$ cat src/rtl/sample_mixer.sv
// Multi-channel audio mixer: snapshots player inputs once per output sample, runs a
// one-channel-per-cycle multiply-accumulate, then saturates into signed 16-bit L/R words.
module sample_mixer #(
  parameter int CHANNELS = 4,
  parameter int TICK_DIV = 2178
) (
  input  logic                  clk,
  input  logic                  reset_n,
  input  logic [CHANNELS*8-1:0] ch_sample,
  input  logic [CHANNELS-1:0]   ch_active,
  input  logic [CHANNELS*4-1:0] ch_volume,
  input  logic [CHANNELS*2-1:0] ch_pan,
  input  logic                  master_mute,
  input  logic                  clip_clr,
  output logic [15:0]           audio_l,
  output logic [15:0]           audio_r,
  output logic                  out_valid,
  output logic                  clip
);

  localparam int DIV_W = (TICK_DIV > 1) ? $clog2(TICK_DIV) : 1;
  localparam int IDX_W = (CHANNELS > 1) ? $clog2(CHANNELS) : 1;
  localparam logic [DIV_W-1:0] DIV_LAST = DIV_W'(TICK_DIV - 1);
  localparam logic [IDX_W-1:0] IDX_LAST = IDX_W'(CHANNELS - 1);

  localparam logic [1:0] S_IDLE   = 2'd0;
  localparam logic [1:0] S_ACCUM  = 2'd1;
  localparam logic [1:0] S_OUTPUT = 2'd2;

  logic [1:0]            state;
  logic [DIV_W-1:0]      div_cnt;
  logic                  tick;
  logic [IDX_W-1:0]      idx;
  logic signed [19:0]    acc_l;
  logic signed [19:0]    acc_r;

  logic [CHANNELS*8-1:0] snap_sample;
  logic [CHANNELS-1:0]   snap_active;
  logic [CHANNELS*4-1:0] snap_volume;
  logic [CHANNELS*2-1:0] snap_pan;

  logic [7:0]            cur_sample;
  logic [3:0]            cur_volume;
  logic [1:0]            cur_pan;
  logic                  cur_active;
  logic signed [8:0]     cur_delta;
  logic signed [13:0]    cur_prod;
  logic signed [19:0]    cur_term;

  logic signed [21:0]    scaled_l;
  logic signed [21:0]    scaled_r;
  logic [15:0]           sat_l;
  logic [15:0]           sat_r;
  logic                  clamp_l;
  logic                  clamp_r;

  assign tick = (div_cnt == DIV_LAST);

  // Channel selected by idx, taken from the shadow copy so live inputs cannot disturb a sample.
  assign cur_sample = 8'(snap_sample >> {idx, 3'b000});
  assign cur_volume = 4'(snap_volume >> {idx, 2'b00});
  assign cur_pan    = 2'(snap_pan >> {idx, 1'b0});
  assign cur_active = 1'(snap_active >> idx);
  assign cur_delta  = $signed({1'b0, cur_sample} - 9'd128);
  assign cur_prod   = cur_delta * $signed({1'b0, cur_volume});
  assign cur_term   = cur_active ? {{6{cur_prod[13]}}, cur_prod} : 20'sd0;

  assign scaled_l = {acc_l, 2'b00};
  assign scaled_r = {acc_r, 2'b00};

  always_comb begin
    clamp_l = 1'b1;
    clamp_r = 1'b1;
    sat_l   = scaled_l[15:0];
    sat_r   = scaled_r[15:0];
    if (scaled_l > 22'sd32767)       sat_l = 16'h7fff;
    else if (scaled_l < -22'sd32768) sat_l = 16'h8000;
    else                             clamp_l = 1'b0;
    if (scaled_r > 22'sd32767)       sat_r = 16'h7fff;
    else if (scaled_r < -22'sd32768) sat_r = 16'h8000;
    else                             clamp_r = 1'b0;
  end

  always_ff @(posedge clk) begin
    if (!reset_n) begin
      div_cnt     <= '0;
      state       <= S_IDLE;
      idx         <= '0;
      acc_l       <= '0;
      acc_r       <= '0;
      snap_sample <= '0;
      snap_active <= '0;
      snap_volume <= '0;
      snap_pan    <= '0;
      audio_l     <= '0;
      audio_r     <= '0;
      out_valid   <= 1'b0;
      clip        <= 1'b0;
    end else begin
      div_cnt   <= tick ? '0 : div_cnt + 1'b1;
      out_valid <= 1'b0;
      if (tick) begin
        snap_sample <= ch_sample;
        snap_active <= ch_active;
        snap_volume <= ch_volume;
        snap_pan    <= ch_pan;
      end
      case (state)
        S_IDLE: begin
          if (tick) begin
            state <= S_ACCUM;
            idx   <= '0;
            acc_l <= '0;
            acc_r <= '0;
          end
        end
        S_ACCUM: begin
          if (cur_pan[0]) acc_l <= acc_l + cur_term;
          if (cur_pan[1]) acc_r <= acc_r + cur_term;
          if (idx == IDX_LAST) state <= S_OUTPUT;
          else                 idx   <= idx + 1'b1;
        end
        S_OUTPUT: begin
          // out_valid is a one-cycle strobe with no back-pressure: the consumer must take
          // audio_l/audio_r on the cycle it is high; the words then hold until the next strobe.
          state     <= S_IDLE;
          out_valid <= 1'b1;
          audio_l   <= master_mute ? 16'h0000 : sat_l;
          audio_r   <= master_mute ? 16'h0000 : sat_r;
        end
        default: state <= S_IDLE;
      endcase
      // A clamp in the OUTPUT cycle outranks a simultaneous clear.
      if (state == S_OUTPUT && (clamp_l || clamp_r)) clip <= 1'b1;
      else if (clip_clr)                            clip <= 1'b0;
    end
  end

endmodule
$ cat config.mk
export PLATFORM = sky130hd
export DESIGN_NAME = sample_mixer
export DESIGN_NICKNAME = d
export VERILOG_FILES = /design/src/rtl/sample_mixer.sv
export SDC_FILE = /design/constraint.sdc
export NUM_CORES = 1
export LEC_CHECK = 0
export ABC_CLOCK_PERIOD_IN_PS = 6450
export BUFFER_PORTS_ARGS = -buffer_cell sky130_fd_sc_hd__buf_2
export CAP_MARGIN = 20
export CORE_MARGIN = 1.5
export CORE_UTILIZATION = 35
export DETAILED_ROUTE_END_ITERATION = 10
export GPL_TIMING_DRIVEN = 0
export PLACE_DENSITY = 0.52
export SYNTH_ARGS = -nofsm -noshare
export SYNTH_HDL_FRONTEND = slang
export SYNTH_SLANG_ARGS = --single-unit
$ cat constraint.sdc
create_clock -name clk -period 6.45 [get_ports clk]
set_input_delay 1.29 -clock clk [delete_from_list [all_inputs] [get_ports clk]]
set_output_delay 1.29 -clock clk [all_outputs]
set_load 0.02 [all_outputs]
==> impl_metrics.yaml <==
status:
  run_status: "complete, no violations"
floorplanning:
  die_w_um: 162
  die_y_um: 162
  num_rows: 58
  initial_core_util_pct: 35.4
  dieArea_um2: 26300
  core_um2: 25000
  io_pins: 98
clocking:
  clk_pin_slew_ns: 0.07
  cts_inserted_buffers: 17
  cts_sinks: 148
  clock_path_buffers: 2
  htree_levels: 4
  clkLatencyLatePin_ns: 0.44
  cts_tree: "built"
  cts_hold_buffers: 0
  cts-root-buf: "clkbuf_16"
yosys:
  async_reset_ff_share_pct: 0
  synth_top_cells_by_area: "dfxtp_1 33%, nand2_1 8.3%, ha_1 7.9%, a21oi_1 7.6%, fa_1 4.5%"
  synth_commonest_cells: "196 x nand2_1, 148 x dfxtp_1, 135 x a21oi_1"
  yosys.area_share.simple_pct: 19.9
  yosys_warnings: 0
  synth_ff_type: "dfxtp_1"
  ys_seq_area_share_pct: 33.4
  synth_top_area_share_pct: 33.4
  yosysMostFrequentCell: "nand2_1"
  synth_edf_count: 0
  synth_cells: 1080
  synthAdderAreaFrac_pct: 12.8
  syn_area_um2: 8870
  synthMuxAreaShare_pct: 4.91
  syn_nets: 1220
  synthDistinctLibCells: 72
  synth_xor_area_share_pct: 4.14
  syn_area_per_cell_um2: 8.22
  synth-compound-area-share_pct: 19.9
  ys_seq_elements: 148
  synth_top_family_by_area: "simple AND/OR/NAND/NOR gates"
  yosysTopAreaCell: "dfxtp_1"
routing:
  top_layer: "met4"
  wl_met3_um: 969
  drtIter0Drc: 443
  antenna_left: 0
  m1WireLength_um: 11900
  vias_per_cell: 5.12
  dr.pass1.iters: 5
  wl_met2_um: 11400
  wl_per_cell_um: 15.9
  finalWirelength_um: 24700
  drt_drc_violations_left: 0
  vias: 7952
pwr:
  powerDensity_nw_per_um2: 187
  p_comb_share_pct: 2.4
  p_seq_share_pct: 46.1
  leakagePower_nw: 4.40
  irDropWorstVdd_mv: 0.166
  swShare_pct: 23.1
  p_clk_share_pct: 51.5
  intPower_mw: 1.53
  switchingPower_mw: 0.459
  finalPower_mw: 1.99
critical_path:
  critPathMaxFanout: 10
  cp.arrival_ns: 6.53
  r2r-start: "idx[0]"
  slowest_delay_ns: 0.55
  worstSetupStartpoint: "idx[0]"
  worstSetupEndpointType: "flip-flop"
  path_class: "flip-flop to flip-flop"
  r2r_setup_slack_ns: 0.23
  crit_path_top_delay_cell: "mux4_2"
  crit_required_ns: 6.77
  cp-start-kind: "flip-flop"
timing:
  period_minus_slack_ns: 6.22
  tightest_slew_ns: 0.896
  fmax_ghz: 0.161
  skew_ns: 0.0149
  fin_crit_sh_pct: 96.4
  slew_viol_final: 0
  setup_viol: 0
  relSlewSlack_pct: 40.1
  hold_violations: 0
layout:
  diodes: 0
  design_area_um2: 10600
  num-nets-final: 1349
  drive_above_1_share_pct: 16.5
  area_growth_syn_to_layout_pct: 19.8
min_path:
  hold_start: "audio_r[9]"
  min_path_type: "flip-flop to flip-flop"
grt:
  grt_pass1_wl_um: 39500
  antenna_found_initial: 0
  grt_pass1_vias: 7547
  grtUsageTotal_pct: 19.2
  grt_max_degree: 17
  grt_overflow: 0
placement:
  placed_area_um2: 9770
  place.gp.congestion: 0.857
  dpl.hpwl_um: 18800
  io_buffers: 97
flow_run:
  drv_cap: 0
==> final timing paths <==
check               end  depth (start not counted)
max           acc_r[19]                         26
min reg2reg  audio_r[9]                          2
min          audio_r[9]                          2
max reg2reg   acc_r[19]                         26
==> flip-flops by register name, summed over array words and instances, names as in the netlist <==
name / count
out_valid: 1
audio_l: 15
state: 2
div_cnt: 12
snap_active: 4
clip: 1
audio_r: 15
idx: 2
acc_l: 20
snap_volume: 16
snap_pan: 8
acc_r: 20
snap_sample: 32
==> layout make-up <==
cell class	instances	area [µm²]
Fill cell	2623	14400
Multi-Input combinational cell	824	5610
Sequential cell	148	2960
Timing Repair Buffer	110	583
Clock buffer	19	453
Tap cell	330	413
Buffer	58	278
Inverter	50	189
Clock inverter	13	146
==> logic make-up after synthesis <==
logic type | count (synthesis)
XOR/XNOR | 42
flip-flops | 148
multiplexers | 25
AND/OR/NAND/NOR | 393
buffers and inverters | 108
adder cells (fa/ha/maj) | 79
AO/OA/AOI/OAI | 285
==> worst max-delay path: cells and delay by family (launching register included) <==
| family | cells | cell delay [ns] |
|---|---|---|
| adders and majority gates | 6 | 2.34 |
| muxes | 2 | 0.76 |
| AOI/OAI and AO/OA | 9 | 1.53 |
| buffers and inverters | 4 | 0.37 |
| and+or+nand+nor | 4 | 0.64 |
| DFF | 1 | 0.34 |
| xor gates and xnor gates | 1 | 0.09 |
==> per-layer routing <==
metal,up-vias,track usage (%)
li1,4027,-
met1,3738,26.3
met2,163,31.3
met3,24,2.86
met4,0,5.75
met5,-,0
==> cells in the final DEF, fill, tap and decap left out, types with 9 or more instances in the layout <==
master / n
xor2_1: 17
mux4_2: 13
fa_1: 19
clkbuf_1: 45
and3_1: 10
xnor2_1: 25
o211ai_1: 9
and2_1: 32
buf_2: 99
or3_1: 9
a21oi_1: 134
inv_1: 49
buf_4: 17
a21o_1: 18
clkbuf_16: 17
ha_1: 51
nand2_1: 196
o21ai_0: 40
mux2i_1: 9
nand3_1: 24
dfxtp_1: 147
nor3_1: 16
a22oi_1: 20
nor2_1: 65
==> per-stage QoR <==
stage               std cells  worst slack, ns  hold slack [ns]  utilization (%)  setup TNS (ns)
floorplan                1080            0.194            0.432                -               0
global placement         1507           -0.712            0.436             39.0           -8.57
detailed placement       1507           -0.808            0.442             39.0           -9.21
CTS                      1544           0.0166            0.450             41.7               0
global route             1552         -0.00490            0.470             42.5        -0.00490
finish                   1552            0.233            0.445             42.5               0
==> timing repair <==
action                                  in CTS  in global routing
buffers inserted                             5                  8
endpoints found under the setup margin      20                 15
resized for setup                           12                 25
endpoints found under the hold margin        0                  0
pin swaps                                    1                 11
==> power by group through the flow <==
stage	clock network (mW)	logic [mW]	registers [mW]
global route	1.08	0.0523	0.917
detailed placement	0	0.0482	0.938
floorplan	0	0.0158	0.937
CTS	1.05	0.0484	0.917
global placement	0	0.0481	0.938
finish	1.02	0.0477	0.917
No activity file was read; power rests on OpenSTA's default activity.
